==> src/rtl/flash_host_bridge_if.sv <==
// CPU-side byte bus between the host and flash_host_bridge.
// master: CPU side, drives requests. slave: bridge side, returns ready/rdata.
interface flash_host_bridge_if #(
  parameter int unsigned ADDR_W = 16
);
  logic              cpu_req;
  logic              cpu_we;
  logic [ADDR_W-1:0] cpu_addr;
  logic [7:0]        cpu_wdata;
  logic              cpu_ready;
  logic              cpu_rvalid;
  logic [7:0]        cpu_rdata;

  modport master (
    output cpu_req, cpu_we, cpu_addr, cpu_wdata,
    input  cpu_ready, cpu_rvalid, cpu_rdata
  );

  modport slave (
    input  cpu_req, cpu_we, cpu_addr, cpu_wdata,
    output cpu_ready, cpu_rvalid, cpu_rdata
  );
endinterface

==> src/rtl/flash_host_bridge.sv <==
// Host bus slave in front of flash_ctl. Writes are posted into a small FIFO and
// drained one at a time; reads are blocking with a single outstanding request.
// Optional feature macro: READ_CACHE_EN adds a one-entry read cache.
module flash_host_bridge #(
  parameter int unsigned WBUF_AW = 2,
  parameter int unsigned ADDR_W  = 16
) (
  input  logic               clk,
  input  logic               reset,
  flash_host_bridge_if.slave cpu,
  output logic               o_fl_read,
  output logic               o_fl_write,
  output logic [ADDR_W-1:0]  o_fl_addr,
  output logic [7:0]         o_fl_din,
  input  logic [7:0]         i_fl_dout,
  input  logic               i_fl_busy
);
  localparam int unsigned Depth = 2 ** WBUF_AW;

  typedef enum logic [1:0] {StIdle, StIssue, StWaitAck, StWaitDone} state_e;

  state_e              r_state, w_state_next;
  logic [WBUF_AW:0]    r_wr_ptr, r_rd_ptr;
  logic [ADDR_W-1:0]   r_wbuf_addr [Depth];
  logic [7:0]          r_wbuf_data [Depth];
  logic                r_rd_pend;
  logic [ADDR_W-1:0]   r_rd_addr;
  logic                r_op_wr;
  logic [ADDR_W-1:0]   r_fl_addr;
  logic [7:0]          r_fl_din;
  logic                r_rvalid;
  logic [7:0]          r_rdata;

  logic w_full, w_empty, w_rd_ok, w_push, w_rd_acc, w_pop, w_start_rd, w_done;
  logic w_hit;
  logic [7:0] w_hit_data;

  // Extra pointer MSB distinguishes full from empty when the indices match.
  assign w_empty = (r_wr_ptr == r_rd_ptr);
  assign w_full  = (r_wr_ptr[WBUF_AW] != r_rd_ptr[WBUF_AW]) &&
                   (r_wr_ptr[WBUF_AW-1:0] == r_rd_ptr[WBUF_AW-1:0]);

  // Reads wait for all posted writes to land, which gives read-after-write ordering.
  assign w_rd_ok       = w_empty && (r_state == StIdle) && !r_rd_pend;
  assign cpu.cpu_ready = cpu.cpu_we ? !w_full : w_rd_ok;
  assign w_push        = cpu.cpu_req && cpu.cpu_ready && cpu.cpu_we;
  assign w_rd_acc      = cpu.cpu_req && cpu.cpu_ready && !cpu.cpu_we;

  // Writes win over a pending read.
  assign w_pop      = (r_state == StIdle) && !w_empty && !i_fl_busy;
  assign w_start_rd = (r_state == StIdle) && w_empty && r_rd_pend && !i_fl_busy;
  assign w_done     = (r_state == StWaitDone) && !i_fl_busy;

  assign cpu.cpu_rvalid = r_rvalid;
  assign cpu.cpu_rdata  = r_rdata;
  assign o_fl_addr      = r_fl_addr;
  assign o_fl_din       = r_fl_din;

`ifdef READ_CACHE_EN
  logic              r_c_valid;
  logic [ADDR_W-1:0] r_c_addr;
  logic [7:0]        r_c_data;
  logic              r_rd_stale;
  logic              w_push_hits_rd;

  assign w_hit          = r_c_valid && (r_c_addr == cpu.cpu_addr);
  assign w_hit_data     = r_c_data;
  // A write to the in-flight read address makes the returned byte unsafe to cache.
  assign w_push_hits_rd = w_push && r_rd_pend && (cpu.cpu_addr == r_rd_addr);

  // Cache fill on read completion, invalidation on a matching posted write.
  always_ff @(posedge clk or posedge reset) begin
    if (reset) begin
      r_c_valid  <= 1'b0;
      r_c_addr   <= '0;
      r_c_data   <= '0;
      r_rd_stale <= 1'b0;
    end else begin
      if (w_rd_acc) begin
        r_rd_stale <= 1'b0;
      end else if (w_push_hits_rd) begin
        r_rd_stale <= 1'b1;
      end
      if (w_done && !r_op_wr && !r_rd_stale && !w_push_hits_rd) begin
        r_c_valid <= 1'b1;
        r_c_addr  <= r_rd_addr;
        r_c_data  <= i_fl_dout;
      end else if (w_push && (cpu.cpu_addr == r_c_addr)) begin
        r_c_valid <= 1'b0;
      end
    end
  end
`else
  assign w_hit      = 1'b0;
  assign w_hit_data = 8'h00;
`endif

  // Write buffer storage; contents are don't-care while empty.
  always_ff @(posedge clk) begin
    if (w_push) begin
      r_wbuf_addr[r_wr_ptr[WBUF_AW-1:0]] <= cpu.cpu_addr;
      r_wbuf_data[r_wr_ptr[WBUF_AW-1:0]] <= cpu.cpu_wdata;
    end
  end

  // Write buffer pointers.
  always_ff @(posedge clk or posedge reset) begin
    if (reset) begin
      r_wr_ptr <= '0;
      r_rd_ptr <= '0;
    end else begin
      if (w_push) r_wr_ptr <= r_wr_ptr + 1'b1;
      if (w_pop)  r_rd_ptr <= r_rd_ptr + 1'b1;
    end
  end

  // FSM state register.
  always_ff @(posedge clk or posedge reset) begin
    if (reset) r_state <= StIdle;
    else       r_state <= w_state_next;
  end

  // FSM next-state logic.
  always_comb begin
    w_state_next = r_state;
    unique case (r_state)
      StIdle:     if (w_pop || w_start_rd) w_state_next = StIssue;
      StIssue:    w_state_next = StWaitAck;
      StWaitAck:  if (i_fl_busy) w_state_next = StWaitDone;
      StWaitDone: if (!i_fl_busy) w_state_next = StIdle;
      default:    w_state_next = StIdle;
    endcase
  end

  // FSM outputs: one-cycle strobe while in ISSUE.
  always_comb begin
    o_fl_write = 1'b0;
    o_fl_read  = 1'b0;
    if (r_state == StIssue) begin
      o_fl_write = r_op_wr;
      o_fl_read  = !r_op_wr;
    end
  end

  // Operation latch, read tracking and CPU read response.
  always_ff @(posedge clk or posedge reset) begin
    if (reset) begin
      r_fl_addr <= '0;
      r_fl_din  <= '0;
      r_op_wr   <= 1'b0;
      r_rd_pend <= 1'b0;
      r_rd_addr <= '0;
      r_rvalid  <= 1'b0;
      r_rdata   <= '0;
    end else begin
      r_rvalid <= 1'b0;
      if (w_pop) begin
        r_fl_addr <= r_wbuf_addr[r_rd_ptr[WBUF_AW-1:0]];
        r_fl_din  <= r_wbuf_data[r_rd_ptr[WBUF_AW-1:0]];
        r_op_wr   <= 1'b1;
      end else if (w_start_rd) begin
        r_fl_addr <= r_rd_addr;
        r_op_wr   <= 1'b0;
      end
      if (w_rd_acc && w_hit) begin
        r_rvalid <= 1'b1;
        r_rdata  <= w_hit_data;
      end else if (w_rd_acc) begin
        r_rd_pend <= 1'b1;
        r_rd_addr <= cpu.cpu_addr;
      end
      if (w_done && !r_op_wr) begin
        r_rd_pend <= 1'b0;
        r_rvalid  <= 1'b1;
        r_rdata   <= i_fl_dout;
      end
    end
  end
endmodule

==> src/flat_wrapper.sv <==
// flat-port wrapper written by rule: the top's interface ports become plain ports
module flash_host_bridge_flat 
#(
  parameter int unsigned WBUF_AW = 2,
  parameter int unsigned ADDR_W  = 16
)
  (clk, reset, o_fl_read, o_fl_write, o_fl_addr, o_fl_din, i_fl_dout, i_fl_busy, cpu_cpu_req, cpu_cpu_we, cpu_cpu_addr, cpu_cpu_wdata, cpu_cpu_ready, cpu_cpu_rvalid, cpu_cpu_rdata);
  flash_host_bridge_if #(.ADDR_W(ADDR_W)) cpu_i ();
  input  logic clk;
  input  logic reset;
  output logic o_fl_read;
  output logic o_fl_write;
  output logic [ADDR_W-1:0] o_fl_addr;
  output logic [7:0] o_fl_din;
  input  logic [7:0] i_fl_dout;
  input  logic i_fl_busy;
  input wire logic [$bits(cpu_i.cpu_req)-1:0] cpu_cpu_req;
  input wire logic [$bits(cpu_i.cpu_we)-1:0] cpu_cpu_we;
  input wire logic [$bits(cpu_i.cpu_addr)-1:0] cpu_cpu_addr;
  input wire logic [$bits(cpu_i.cpu_wdata)-1:0] cpu_cpu_wdata;
  output wire logic [$bits(cpu_i.cpu_ready)-1:0] cpu_cpu_ready;
  output wire logic [$bits(cpu_i.cpu_rvalid)-1:0] cpu_cpu_rvalid;
  output wire logic [$bits(cpu_i.cpu_rdata)-1:0] cpu_cpu_rdata;
  assign cpu_i.cpu_req = cpu_cpu_req;
  assign cpu_i.cpu_we = cpu_cpu_we;
  assign cpu_i.cpu_addr = cpu_cpu_addr;
  assign cpu_i.cpu_wdata = cpu_cpu_wdata;
  assign cpu_cpu_ready = cpu_i.cpu_ready;
  assign cpu_cpu_rvalid = cpu_i.cpu_rvalid;
  assign cpu_cpu_rdata = cpu_i.cpu_rdata;
  flash_host_bridge #(.WBUF_AW(WBUF_AW), .ADDR_W(ADDR_W)) u_core (.clk(clk), .reset(reset), .cpu(cpu_i), .o_fl_read(o_fl_read), .o_fl_write(o_fl_write), .o_fl_addr(o_fl_addr), .o_fl_din(o_fl_din), .i_fl_dout(i_fl_dout), .i_fl_busy(i_fl_busy));
endmodule
==> config.mk <==
export PLATFORM = sky130hd
export DESIGN_NAME = flash_host_bridge_flat
export DESIGN_NICKNAME = d
export VERILOG_FILES = /design/src/rtl/flash_host_bridge_if.sv /design/src/rtl/flash_host_bridge.sv /design/src/flat_wrapper.sv
export SDC_FILE = /design/constraint.sdc
export NUM_CORES = 1
export LEC_CHECK = 0
export CELL_PAD_IN_SITES_DETAIL_PLACEMENT = 1
export CELL_PAD_IN_SITES_GLOBAL_PLACEMENT = 2
export CORE_UTILIZATION = 42
export CTS_CLUSTER_DIAMETER = 150
export DETAILED_ROUTE_END_ITERATION = 6
export HOLD_SLACK_MARGIN = 0.05
export PLACE_DENSITY_LB_ADDON = 0.1
export SLEW_MARGIN = 20
export SYNTH_ARGS = -nofsm -noshare
export SYNTH_HDL_FRONTEND = slang
export SYNTH_SLANG_ARGS = --single-unit
==> constraint.sdc <==
create_clock -name clk -period 2.5 [get_ports clk]
set_input_delay 0.625 -clock clk [delete_from_list [all_inputs] [get_ports clk]]
set_output_delay 0.625 -clock clk [all_outputs]
set_load 0.1 [all_outputs]
After elaboration in Yosys (flattened, before gate mapping)
Memories as Yosys holds them, arrays and structs flattened. A register that Yosys moved wholly into a read port is not among the register bits.
Index checks and enable logic that the tools add are counted.
{ "classes": {"addsub": 2, "eq_ne": 9, "n_mux": 16, "reduce_logical": 23} }
{ "ops": {"columns": ["op", "count"], "rows": [
  ["2-to-1 mux 16 bit", 2],
  ["logical AND 1 bit", 12],
  ["2-to-1 mux 1 bit", 10],
  ["one-hot mux 2 bit (4 select lines)", 1],
  ["adder 3 x 1 -> 3 bit (second input constant)", 2],
  ["logical NOT 1 bit", 6],
  ["2-to-1 mux 2 bit", 3],
  ["inequality test 2 bit (second input constant)", 3],
  ["equality test 2 bit (second input constant)", 2],
  ["nonzero test 2 bit", 2],
  ["equality test 3 bit", 1],
  ["AND reduction 3 bit", 1],
  ["equality test 2 x 1 -> 1 bit (second input constant)", 1],
  ["equality test 2 bit", 1],
  ["logical NOT 2 bit", 1],
  ["logical OR 1 bit", 1],
  ["inequality test 1 bit", 1]
]} }
{ "word_totals": {"ff_bits": 51, "ramBits": 96, "inputBits": 37, "out_inout_bits": 36, "wordCells": 61, "mem_count": 2} }
{ "memory_table": {"columns": ["memory", "depth", "width", "rd", "rd_ports_with_merged_regs", "write_ports", "line_no", "source"], "rows": [
  ["u_core.r_wbuf_addr", 4, 16, 1, 0, 1, "flash_host_bridge.sv:24", "logic [ADDR_W-1:0] r_wbuf_addr [Depth];"],
  ["u_core.r_wbuf_data", 4, 8, 1, 1, 1, "flash_host_bridge.sv:25", "logic [7:0] r_wbuf_data [Depth];"]
]} }

Logic depth before layout (Yosys ltp)
Gate-level depths: netlist of the first run.
{ "depth": {"word_depth": 8, "mapped_depth": 7, "depth_no_buf": 6} }

Worst setup path before layout of the first run
No wires, ideal clock.
{ "synth_path": {"path_type": "reg2out", "from": "register u_core.r_state[0]", "to": "output cpu_cpu_ready", "arrival_ns": 3.177, "required_time_ns": 1.875, "path_slack_ns": -1.302, "stages_incl_launch_ff": 6, "n_path_buf": 0, "cell_sequence": "dfrtp_1 > inv_1 > ha_1 > nor2b_1 > nand4_4 > o21ai_0"} }
{ "synth_between": {"elab_chain_cells": 4} }
{ "synth_rtl": {"columns": ["element", "line_no", "source"], "rows": [
  ["from (decl)", "flash_host_bridge.sv:22", "state_e r_state, w_state_next;"],
  ["from (signal assigned)", "flash_host_bridge.sv:119", "if (reset) r_state <= StIdle;"],
  ["from (signal assigned)", "flash_host_bridge.sv:120", "else r_state <= w_state_next;"],
  ["logical NOT 2 bit", "flash_host_bridge.sv:44", "assign w_rd_ok = w_empty && (r_state == StIdle) && !r_rd_pend;"],
  ["logical AND 1 bit (2 in a row)", "flash_host_bridge.sv:44", null],
  ["2-to-1 mux 1 bit", "flash_host_bridge.sv:45", "assign cpu.cpu_ready = cpu.cpu_we ? !w_full : w_rd_ok;"],
  ["to (decl)", "flat_wrapper.sv:21", "output wire logic [$bits(cpu_i.cpu_ready)-1:0] cpu_cpu_ready;"]
]} }
No other way between the ends.

Worst setup path after layout of the first run
Same ends and word-level chain as after synthesis.

==> metrics.md, run 1 <==
| Metric | Value |
|---|---|
| CORE AREA | `between 0.01 and 0.015 mm2` |
| IO Port Bufs | `slightly above 70` |
| DRC viols | `0` |
| Critical Path AT | `1.77 ns` |
| Placer Congestion | `0.686` |
| Reg2reg path depth | `7` |
| Post-Synth Adder-Cell Area | `slightly above 2%` |
| Clock tree buffer depth | `2` |
| GRT Residual Overflow | `0` |
| Setup-failing EPs final | `0` |
| Share of layout cells above drive strength 1 | `37.7%` |
| Distinct cells, synth | `38` |
| Sequential share of the synthesized area | `slightly above 70%` |
| Max cap viols | `0` |
| CTS tree | `done` |
| Area of the multi-input gates | `0.00172 mm2` |
| Vias in the first global route | `between 3000 and 4000` |
| Post-synthesis xor/xnor area fraction | `around 1.9%` |
| RR Startpoint | `u_core.r_state[0]$_DFFE_PP0P_` |
| Main combinational cell family by area after synthesis | `multiplexers` |
| Initial Util | `43.7%` |
| First-pass GRT wire length | `approximately 20000 um` |
| Setup slack, reg-to-reg | `0.55 ns` |
| Vias | `between 3000 and 4000` |
| Max Slew Vio Count | `0` |
| CTS H-tree lvls | `4` |
| CP startpoint kind | `flop` |
| FP Rows | `43` |
| Slew @ Worst Pin | `0.525 ns` |
| Total CTS buffers | `17` |
| Yosys top cell area share | `about 47%` |
| Post-synth top cells | `edfxtp_1, dfrtp_1, mux2_2` |
| Crit. End Element | `primary output` |
| Final period util | `between 90% and 100%` |
| Layout fillers | `1283` |
| Clk sink count | `between 150 and 200` |
| Initial antenna violation count | `0` |
| DIE WIDTH | `roughly 120 um` |
| Mux cell area share after synthesis | `15.7%` |
| Die Ht | `between 100 and 150 um` |
| Simple-Gate Fraction of Synth Area | `roughly 2.6%` |
| DPL Wire Length | `a little under 8000 um` |
| CTS Root Cell | `clkbuf_16` |
| Yosys warns | `0` |
| Number of synthesized flops with an enable pin | `96` |
| CTS Hold Bufs | `0` |
| Synth Instances | `~320` |
| Worst skew pair latency | `approximately 0.42 ns` |
| Total track usage | `a little under a fifth` |
| Synthesis-stage register bit count | `155` |
| Fin crit period | `about 2.4 ns` |
| Top post-synthesis cells by area | `edfxtp_1, dfrtp_1, mux4_2, mux2_2, a2bb2oi_1` |
| Hold-critical path depth | `1` |
| Status | `finished, final reports clean` |
| First drt pass iteration count | `4` |
| Hold Fails Final Rpt | `0` |
| Crit-path max FO | `4` |
| Die area | `around 0.015 mm2` |
| Main flop type after synthesis | `edfxtp_1` |
| Largest net degree at the start of global routing | `60` |
| Post-route ant nets | `0` |
| Area grow syn2layout | `27.7%` |
| ANT cells | `0` |
| Post-layout util | `around 56%` |
| Hold EP | `u_core.r_rd_addr[11]$_DFFE_PP0P_` |
| Worst r2r dst | `u_core.r_rd_addr[15]$_DFFE_PP0P_` |
| Hold WC Path Type | `flop to flop` |
| Netlist Area Pre-Place | `a little over 0.006 mm2` |
| Fin cells | `between 600 and 700` |
| Vias per std cell | `around 5.3` |
| Register clock-pin slew on the reported worst setup and hold paths | `around 0.06 ns` |
| Avg WL per Cell | `20.6 um` |
| Post-synth ARST share | `between 30% and 40%` |
| Post-synthesis average cell area | `between 15 and 20 um2` |
| Critical path class | `flop to primary output` |
| Compound-cell area share of the yosys netlist | `under 10%` |
| RSZ-0062 raised after global routing | `no` |
| Worst-case clock skew | `0.00403 ns` |
| Mapped Nets | `between 300 and 400` |
| Fin nets | `464` |
| WP data required | `between 1.5 and 2 ns` |
| Relative slew slack | `between 60% and 70%` |
| FF+latch area | `0.00436 mm2` |
| Most common cell in the netlist | `edfxtp_1` |
| Start point of the worst min-delay path | `u_core.r_rd_addr[11]$_DFFE_PP0P_` |
| Ports | `between 70 and 80` |
| Area leader, netlist | `edfxtp_1` |
| Placed Instances | `575` |
| Routed wire length | `12600 um` |
| DRT iter0 DRCs | `about 140` |
| Peak Freq | `0.418 GHz` |
-- logic make-up after synthesis --
family | count (synthesis)
buffers and inverters | 21
AND/OR/NAND/NOR | 24
multiplexers | 58
adder cells (fa/ha/maj) | 10
XOR/XNOR | 8
AO/OA/AOI/OAI | 41
flip-flops | 155
-- worst max-delay path, stage by stage (launching register included) --
cell	delay [ns]
dfrtp_1	0.39
inv_2	0.10
ha_4	0.16
nor2b_4	0.17
nand4_4	0.16
o21ai_4	0.19
buf_12	0.19
-- flip-flops by register name (all words and copies together) (netlist names) --
name	cells
u_core.r_rd_pend	1
u_core.r_state	2
u_core.r_wbuf_addr	64
u_core.r_rd_ptr	3
u_core.r_rd_addr	16
u_core.o_fl_addr	16
u_core.cpu.cpu_rdata	8
u_core.r_wr_ptr	3
u_core.r_op_wr	1
u_core.o_fl_din	8
u_core.cpu.cpu_rvalid	1
u_core.r_wbuf_data	32
-- cell type report --
class,count,share of cell area [%]
clock buffers,17,5.41
clock inverters,15,2.42
inverters,6,0.286
multi-input cells,141,21.8
flip-flops and latches,155,55.5
well taps,180,2.86
repair buffers,96,11.7
-- per-stage QoR --
step                cell area (um2)  hold slack [ns]  TNS (ns)  setup WS, ns
detailed placement             7200            0.494         0         0.218
global placement               7200            0.491         0         0.267
finish                         7860            0.510         0         0.106
global route                   7860            0.521         0        0.0203
CTS                            7850            0.511         0        0.0351
floorplan                      6160            0.481   -0.0111       -0.0111
-- worst max path at each step --
| stage | startpoint | endpoint |
|---|---|---|
| 6_report | u_core.r_state[0]$_DFFE_PP0P_ | cpu_cpu_ready |
| 5_1_grt | u_core.r_state[0]$_DFFE_PP0P_ | cpu_cpu_ready |
| 4_1_cts | u_core.r_state[0]$_DFFE_PP0P_ | cpu_cpu_ready |
| 3_5_place_dp | cpu_cpu_req | u_core.r_wbuf_data[3][5]$_DFFE_PP_ |
| 3_3_place_gp | cpu_cpu_req | u_core.r_wbuf_data[2][2]$_DFFE_PP_ |
| 2_1_floorplan | u_core.r_state[0]$_DFFE_PP0P_ | cpu_cpu_ready |
-- layer usage --
metal / wire length, um / track usage, % / share of wire, %
met1: 5630 / 23.8 / 45
met2: 6300 / 30.3 / 50
met3: 446 / 4.15 / 3.6
met4: 180 / 7.83 / 1.4
met5: 0 / 0 / 0
-- cells in the final DEF, fill, tap and decap left out, types with 2 or more instances in the layout --
| master | instances |
|---|---|
| clkdlybuf4s50_1 | 36 |
| mux4_2 | 21 |
| clkinv_4 | 3 |
| dfrtp_1 | 58 |
| nor2_1 | 2 |
| mux2_2 | 25 |
| bufinv_16 | 3 |
| a31oi_1 | 2 |
| xnor2_4 | 2 |
| clkinvlp_4 | 3 |
| inv_1 | 3 |
| ha_1 | 9 |
| nor2b_1 | 2 |
| nand2_1 | 5 |
| a2bb2oi_1 | 17 |
| inv_6 | 4 |
| xor2_1 | 3 |
| mux2_4 | 9 |
| mux4_1 | 3 |
| edfxtp_1 | 96 |
| inv_2 | 3 |
| buf_12 | 9 |
| buf_4 | 51 |
| xnor2_1 | 2 |
| clkbuf_16 | 17 |
| and2_1 | 5 |
| o22ai_1 | 16 |
-- repair_timing --
item                                    4_1_cts  5_1_grt
gates resized for setup                       6        1
pin swaps                                     1        1
endpoints found under the setup margin        1        1
buffers inserted                              2        1
Power of run 1 is not shown: default switching activity piles up to over one toggle a cycle in this logic, so the estimate is an artifact.
==> inputs of run 2 (changes only) <==
--- a/config.mk
+++ b/config.mk
@@ -7,12 +7,12 @@
 export LEC_CHECK = 0
 export CELL_PAD_IN_SITES_DETAIL_PLACEMENT = 1
 export CELL_PAD_IN_SITES_GLOBAL_PLACEMENT = 2
+export CORE_MARGIN = 1
 export CORE_UTILIZATION = 42
 export CTS_CLUSTER_DIAMETER = 150
 export DETAILED_ROUTE_END_ITERATION = 6
 export HOLD_SLACK_MARGIN = 0.05
 export PLACE_DENSITY_LB_ADDON = 0.1
-export SLEW_MARGIN = 20
 export SYNTH_ARGS = -nofsm -noshare
 export SYNTH_HDL_FRONTEND = slang
 export SYNTH_SLANG_ARGS = --single-unit
==> results of run 2 <==
Same layout as run 1: the final DEF is identical, and so are final timing and power.
Power of run 2 is left out for the same reason.
